--- src/rtl/decode_seq.sv ---
// ---------------------------------------------------------------------------
// decode_seq: instruction sequencer / decoder for an SM83-style core.
//
// Latches the opcode at instruction start and looks up its M-cycle count.
// It then steps an M-cycle / T-cycle counter and drives the register-file
// control bus on the last T-cycle of the last M-cycle. It also handles HALT
// (woken by irq_pend) and pulses fetch_req so that the next opcode is latched
// on the following edge with no bubble.
//
// Optional feature macro: DECODE_WAIT_EN (adds mem_wait stall input).
//
// Ports:
//   clk          system clock
//   rst          asynchronous active-low reset
//   curr_op      opcode from fetch register (sampled only at instruction start)
//   irq_pend     interrupt pending, wakes HALT
//   mem_wait     memory wait request (DECODE_WAIT_EN only)
//   reg_rd_en    register-file read enable (single-clock strobe)
//   reg_wr_en    register-file write enable (single-clock strobe)
//   reg_rd_addr  source register  (B C D E H L (HL) A = 0..7)
//   reg_wr_addr  destination register
//   reg_src_sel  DBUS source: 00 SBUS, 01 ALU, 10 MEM, 11 DEBUG
//   m_cycle      current M-cycle index
//   t_cycle      current T-cycle index
//   fetch_req    next opcode must be valid at the next clock edge
//   halted       core is in HALT
//
// Handshake: fetch_req is a one-clock pulse; whatever is on curr_op at the
// following rising edge is taken as the next opcode. There is no back-pressure
// on the fetch side.
// ---------------------------------------------------------------------------
module decode_seq #(
   parameter int T_PER_M = 4,
   parameter int MAX_M   = 6,
   parameter int MW      = 3,
   parameter int TW      = 2
) (
   input  logic          clk,
   input  logic          rst,
   input  logic [7:0]    curr_op,
   input  logic          irq_pend,
`ifdef DECODE_WAIT_EN
   input  logic          mem_wait,
`endif
   output logic          reg_rd_en,
   output logic          reg_wr_en,
   output logic [2:0]    reg_rd_addr,
   output logic [2:0]    reg_wr_addr,
   output logic [1:0]    reg_src_sel,
   output logic [MW-1:0] m_cycle,
   output logic [TW-1:0] t_cycle,
   output logic          fetch_req,
   output logic          halted
);

   // START exists as a named state but is absorbed: every path that would
   // enter it latches the opcode and jumps straight to EXEC M0 T0.
   typedef enum logic [1:0] {ST_HOLD, ST_START, ST_EXEC, ST_HALT} state_e;

   localparam logic [7:0]    OP_HALT = 8'h76;
   localparam logic [TW-1:0] T_LAST  = TW'(T_PER_M - 1);
   localparam logic [2:0]    R_HL    = 3'b110;
   localparam logic [2:0]    R_A     = 3'b111;
   localparam logic [1:0]    SEL_SBUS  = 2'b00;
   localparam logic [1:0]    SEL_ALU   = 2'b01;
   localparam logic [1:0]    SEL_MEM   = 2'b10;
   localparam logic [1:0]    SEL_DEBUG = 2'b11;

   state_e        state_q, state_d;
   logic [7:0]    op_lat_q, op_lat_d;
   logic [MW-1:0] m_last_q, m_last_d;     // m_count - 1
   logic [MW-1:0] m_cycle_q, m_cycle_d;
   logic [TW-1:0] t_cycle_q, t_cycle_d;
   logic [2:0]    rd_addr_q, rd_addr_d;
   logic [2:0]    wr_addr_q, wr_addr_d;
   logic [1:0]    sel_q, sel_d;

   logic last_t, last_m, strobe, stall, start, rd_en, wr_en;

   // M-cycle count per opcode, saturated to MAX_M, returned as count-1 so
   // that MAX_M = 2^MW still fits in MW bits.
   function automatic logic [MW-1:0] m_last_of(input logic [7:0] op);
      int n;
      case (op[7:6])
         2'b00:   n = 1;
         2'b01:   n = (op == OP_HALT) ? 1 :
                      ((op[2:0] == R_HL || op[5:3] == R_HL) ? 2 : 1);
         2'b10:   n = (op[2:0] == R_HL) ? 2 : 1;
         default: n = 2;
      endcase
      if (n > MAX_M) n = MAX_M;
      return MW'(n - 1);
   endfunction

`ifdef DECODE_WAIT_EN
   assign stall = mem_wait && (state_q == ST_EXEC);
`else
   assign stall = 1'b0;
`endif

   assign last_t = (t_cycle_q == T_LAST);
   assign last_m = (m_cycle_q == m_last_q);
   assign strobe = (state_q == ST_EXEC) && last_m && last_t && !stall;

   // Sequencer next-state.
   always_comb begin
      state_d   = state_q;
      op_lat_d  = op_lat_q;
      m_last_d  = m_last_q;
      m_cycle_d = m_cycle_q;
      t_cycle_d = t_cycle_q;
      start     = 1'b0;
      case (state_q)
         ST_HOLD, ST_START: start = 1'b1;
         ST_EXEC: begin
            if (!stall) begin
               if (last_t) begin
                  t_cycle_d = '0;
                  if (last_m) begin
                     if (op_lat_q == OP_HALT) begin
                        state_d   = ST_HALT;
                        m_cycle_d = '0;
                     end else begin
                        start = 1'b1;
                     end
                  end else begin
                     m_cycle_d = m_cycle_q + 1'b1;
                  end
               end else begin
                  t_cycle_d = t_cycle_q + 1'b1;
               end
            end
         end
         ST_HALT: if (irq_pend) start = 1'b1;
         default: state_d = ST_HOLD;
      endcase
      if (start) begin
         state_d   = ST_EXEC;
         op_lat_d  = curr_op;
         m_last_d  = m_last_of(curr_op);
         m_cycle_d = '0;
         t_cycle_d = '0;
      end
   end

   // Control decode. Addresses and select are shown combinationally during
   // the strobe and then held in flops until the next strobe changes them.
   always_comb begin
      rd_en     = 1'b0;
      wr_en     = 1'b0;
      rd_addr_d = rd_addr_q;
      wr_addr_d = wr_addr_q;
      sel_d     = sel_q;
      if (strobe) begin
         case (op_lat_q[7:6])
            2'b01: begin
               if (op_lat_q != OP_HALT) begin
                  rd_en     = 1'b1;
                  rd_addr_d = op_lat_q[2:0];
                  if (op_lat_q[5:3] != R_HL) begin
                     // LD r,r' / LD r,(HL); LD (HL),r only reads.
                     wr_en     = 1'b1;
                     wr_addr_d = op_lat_q[5:3];
                     sel_d     = (op_lat_q[2:0] == R_HL) ? SEL_MEM : SEL_SBUS;
                  end
               end
            end
            2'b10: begin
               rd_en     = 1'b1;
               wr_en     = 1'b1;
               rd_addr_d = op_lat_q[2:0];
               wr_addr_d = R_A;
               sel_d     = SEL_ALU;
            end
            2'b11: begin
               wr_en     = 1'b1;
               wr_addr_d = op_lat_q[5:3];
               sel_d     = SEL_DEBUG;
            end
            default: ;
         endcase
      end
   end

   always_ff @(posedge clk or negedge rst) begin
      if (!rst) begin
         state_q   <= ST_HOLD;
         op_lat_q  <= 8'h00;
         m_last_q  <= '0;
         m_cycle_q <= '0;
         t_cycle_q <= '0;
         rd_addr_q <= '0;
         wr_addr_q <= '0;
         sel_q     <= '0;
      end else begin
         state_q   <= state_d;
         op_lat_q  <= op_lat_d;
         m_last_q  <= m_last_d;
         m_cycle_q <= m_cycle_d;
         t_cycle_q <= t_cycle_d;
         rd_addr_q <= rd_addr_d;
         wr_addr_q <= wr_addr_d;
         sel_q     <= sel_d;
      end
   end

   assign reg_rd_en   = rd_en;
   assign reg_wr_en   = wr_en;
   assign reg_rd_addr = rd_addr_d;
   assign reg_wr_addr = wr_addr_d;
   assign reg_src_sel = sel_d;
   assign m_cycle     = m_cycle_q;
   assign t_cycle     = t_cycle_q;
   assign fetch_req   = strobe && (op_lat_q != OP_HALT);
   assign halted      = (state_q == ST_HALT);

endmodule
--- config.mk ---
export PLATFORM = sky130hd
export DESIGN_NAME = decode_seq
export DESIGN_NICKNAME = d
export VERILOG_FILES = /design/src/rtl/decode_seq.sv
export SDC_FILE = /design/constraint.sdc
export NUM_CORES = 1
export LEC_CHECK = 0
export ABC_AREA = 0
export ABC_CLOCK_PERIOD_IN_PS = 2300
export CORE_MARGIN = 2
export CORE_UTILIZATION = 35
export DETAILED_ROUTE_END_ITERATION = 10
export PLACE_DENSITY_LB_ADDON = 0.3
export RECOVER_POWER = 100
export REMOVE_ABC_BUFFERS = 1
export SYNTH_ARGS = -nofsm -noshare
export SYNTH_HDL_FRONTEND = slang
export SYNTH_SLANG_ARGS = --single-unit
--- constraint.sdc ---
create_clock -name clk -period 2.3 [get_ports clk]
set_clock_uncertainty 0.2 [all_clocks]
set_input_delay 0.46 -clock clk [delete_from_list [all_inputs] [get_ports clk]]
set_output_delay 0.46 -clock clk [all_outputs]
set_load 0.05 [all_outputs]
==> impl_metrics.json <==
{
  "outcome": "finished, violations left",
  "violations": "setup timing",
  "ioPinCount": 28,
  "dr_total_vias": 1115,
  "combPwrFrac_pct": 28.8,
  "wl_per_cell_microns": 13.46,
  "worstMarginPinSlew_ns": 0.6476,
  "grt_max_degree": 27,
  "dp_hpwl_microns": 2245,
  "cts_tree": "yes",
  "yosysWarnings": 0,
  "ys_seq_elements": 26,
  "hp-class": "flip-flop to flip-flop",
  "crit_fanout": 7,
  "leakage_uw": 0.0009802,
  "fin_crit_ns": 2.638,
  "synth-main-ff-cell": "dfrtp_1",
  "antenna_found_initial": 0,
  "netlist-cell-type-count": 36,
  "rows": 22,
  "numCtsBuffers": 3,
  "grt_pass1_wl_microns": 5347,
  "worstSetupPathType": "flip-flop to primary output",
  "worst_setup_path_end_kind": "primary output",
  "hold_viol_final": 0,
  "cts-root-buf": "clkbuf_8",
  "grt_usage_pct": 15.80,
  "final_max_slew_viol_count": 0,
  "final_cells": 226,
  "p_per_area_nw_per_um2": 561.2,
  "via_per_inst": 4.934,
  "p_clk_share_pct": 25.6,
  "fin_util_pct": 55.28,
  "finalSetupViolCount": 11,
  "dieArea_sq_um": 4496,
  "first_global_vias": 1209,
  "die_width_microns": 67.05,
  "postSynthCellCount": 124,
  "clock_sinks": 26,
  "area_delta_synth_final_pct": 48.74,
  "finalPower_uw": 1161,
  "postLayoutCellArea_sq_um": 2069,
  "first_iter_violations": 14,
  "fmax_mhz": 379.1,
  "synth-edff-count": 0,
  "wl_microns": 3042,
  "synth_area_per_cell_sq_um": 11.22,
  "async_flop_share_pct": 100.0,
  "relSlewSlack_pct": 56.83,
  "place_area_sq_um": 1916,
  "clock_latency_ns": 0.27,
  "dp_cells": 217,
  "peakVddDrop_v": 0.0003848,
  "cts_buffer_depth": 2,
  "die_h_microns": 67.05,
  "yosysSeqAreaShare_pct": 46.76,
  "rsz0062_at_grt": "yes",
  "io_buffers": 27,
  "diodes": 0,
  "num-nets-final": 197,
  "switching_share_pct": 29.97,
  "coreArea_sq_um": 3744,
  "drv_cap": 0,
  "setup_slack_ns": -0.3378,
  "p_switching_uw": 348.1,
  "htree_levels": 1,
  "gp_congestion": 0.8594,
  "cts.reportedPaths.clkPinSlew_ns": 0.09,
  "ant_nets": 0,
  "initial_core_util_pct": 37.17,
  "finalCritPeriodShare_pct": 114.7,
  "drc": 0,
  "p_seq_share_pct": 45.6,
  "first_pass_iters": 4,
  "cp.required_ns": 1.64,
  "grt_overflow": 0,
  "drive_above_1_share_pct": 38.76,
  "p_int_uw": 813.4,
  "syn_area_sq_um": 1391,
  "arrival_ns": 1.98,
  "cp-start-kind": "flip-flop"
}
## cell families (layout without fill, tap and decap cells)
kind of cell	Yosys count	after routing	share of synthesized area, %
other	1	1	0.2695
buffers and inverters	14	68	4.586
and+or+nand+nor	35	35	15.74
xor gates and xnor gates	4	4	4.137
adders and majority gates	7	7	6.295
DFF	26	26	46.76
AOI/OAI and AO/OA	25	25	12.68
muxes	12	12	9.533
## state kept, by name, indices dropped and copies added, names as in the netlist
register and count:
op_lat_q 8, m_cycle 3, m_last_q 3, rd_addr_q 3
wr_addr_q 3, sel_q 2, state_q 2, t_cycle 2
## Yosys cell counts, drive strengths merged (2+ instances only)
library cell | n | share of area, %
nand4b | 2 | 2.3
nand3b | 4 | 3.1
ha | 7 | 6.3
a22o | 4 | 2.5
inv | 12 | 3.2
dfrtp | 26 | 47
or2 | 2 | 0.90
o22ai | 2 | 0.90
mux2i | 2 | 1.4
xnor2 | 3 | 3.5
nor2 | 8 | 2.2
nand2 | 8 | 2.2
a211oi | 4 | 2.5
mux2 | 10 | 8.1
buf | 2 | 1.3
a2bb2oi | 2 | 1.3
nor3 | 3 | 1.1
a21oi | 7 | 2.5
o21ai | 3 | 1.1
## power groups by stage
stage	sequential, uW	clock [uW]	combinational, uW
after floorplan	540	0	166
after global placement	534	0	313
after detailed placement	536	0	320
after CTS	530	302	336
after global routing	535	331	361
final	530	297	334
## metrics by stage
| stage | setup TNS, ns | hold slack [ns] | setup WS [ns] |
|---|---|---|---|
| after floorplan | -16.42 | -0.03559 | -1.147 |
| after global placement | -0.6056 | 0.2904 | -0.06429 |
| after CTS | -2.781 | 0.3439 | -0.3328 |
| final | -2.939 | 0.3480 | -0.3378 |
| after detailed placement | -1.735 | 0.2916 | -0.1225 |
| after global routing | -4.499 | 0.3771 | -0.4344 |
## layout by cell type, fill, tap and decap left out, types with 2 or more instances in the layout
cell type / count
dfrtp_1: 26
buf_4: 23
inv_1: 12
mux2_2: 10
clkdlybuf4s50_1: 9
nand2_1: 8
buf_12: 8
nor2_1: 7
a21oi_1: 6
ha_1: 6
clkbuf_1: 5
a22o_1: 4
clkbuf_8: 4
nand3b_1: 3
xnor2_2: 3
o21ai_0: 3
a211oi_2: 3
buf_6: 3
nor3_2: 2
or2_2: 2
o22ai_2: 2
mux2i_1: 2
## final timing paths
kind                                              from                 endpoint  slack [ns]  cells after the start
worst max-delay path            t_cycle[0]$_DFFE_PN0P_           reg_src_sel[0]       -0.34                      6
max in group asynchronous                          rst  op_lat_q[5]$_DFFE_PN0P_        0.94                      2
min in group asynchronous                          rst   t_cycle[1]$_DFFE_PN0P_        0.53                      2
worst min register to register  rd_addr_q[1]$_DFF_PN0_   rd_addr_q[1]$_DFF_PN0_        0.35                      1
worst max register to register  t_cycle[0]$_DFFE_PN0P_  m_last_q[0]$_DFFE_PN0P_        0.04                      7
worst min-delay path            rd_addr_q[1]$_DFF_PN0_   rd_addr_q[1]$_DFF_PN0_        0.35                      1
## layout make-up
cell class / instances / area [sq um]
fill: 342 / 1674
multi-input combinational: 84 / 747.0
sequential: 26 / 650.6
timing repair buffer: 52 / 511.7
tap: 48 / 60.06
clock buffer: 4 / 55.05
inverter: 12 / 45.04
## metal layers
metal	wire length, microns	share of wire [%]	global-route usage, %
met4	99	3.3	7.908
met3	149	4.9	3.378
met1	1329	44	19.26
met2	1464	48	26.11
met5	0	0	0
## what timing repair did
item                       CTS  global route
pin swaps                    7             3
setup endpoints to repair   21            12
hold buffers                 0             0
buffers inserted             4             1
hold endpoints to repair     0             0
resized for setup           15             3
## critical path, stage by stage, from the launching register on
cell,delay (ns)
dfrtp_1,0.40
ha_4,0.17
nand3b_4,0.07
nand4b_4,0.22
a211oi_1,0.46
o22ai_2,0.19
buf_12,0.19
(Power assumes the default switching activity.)
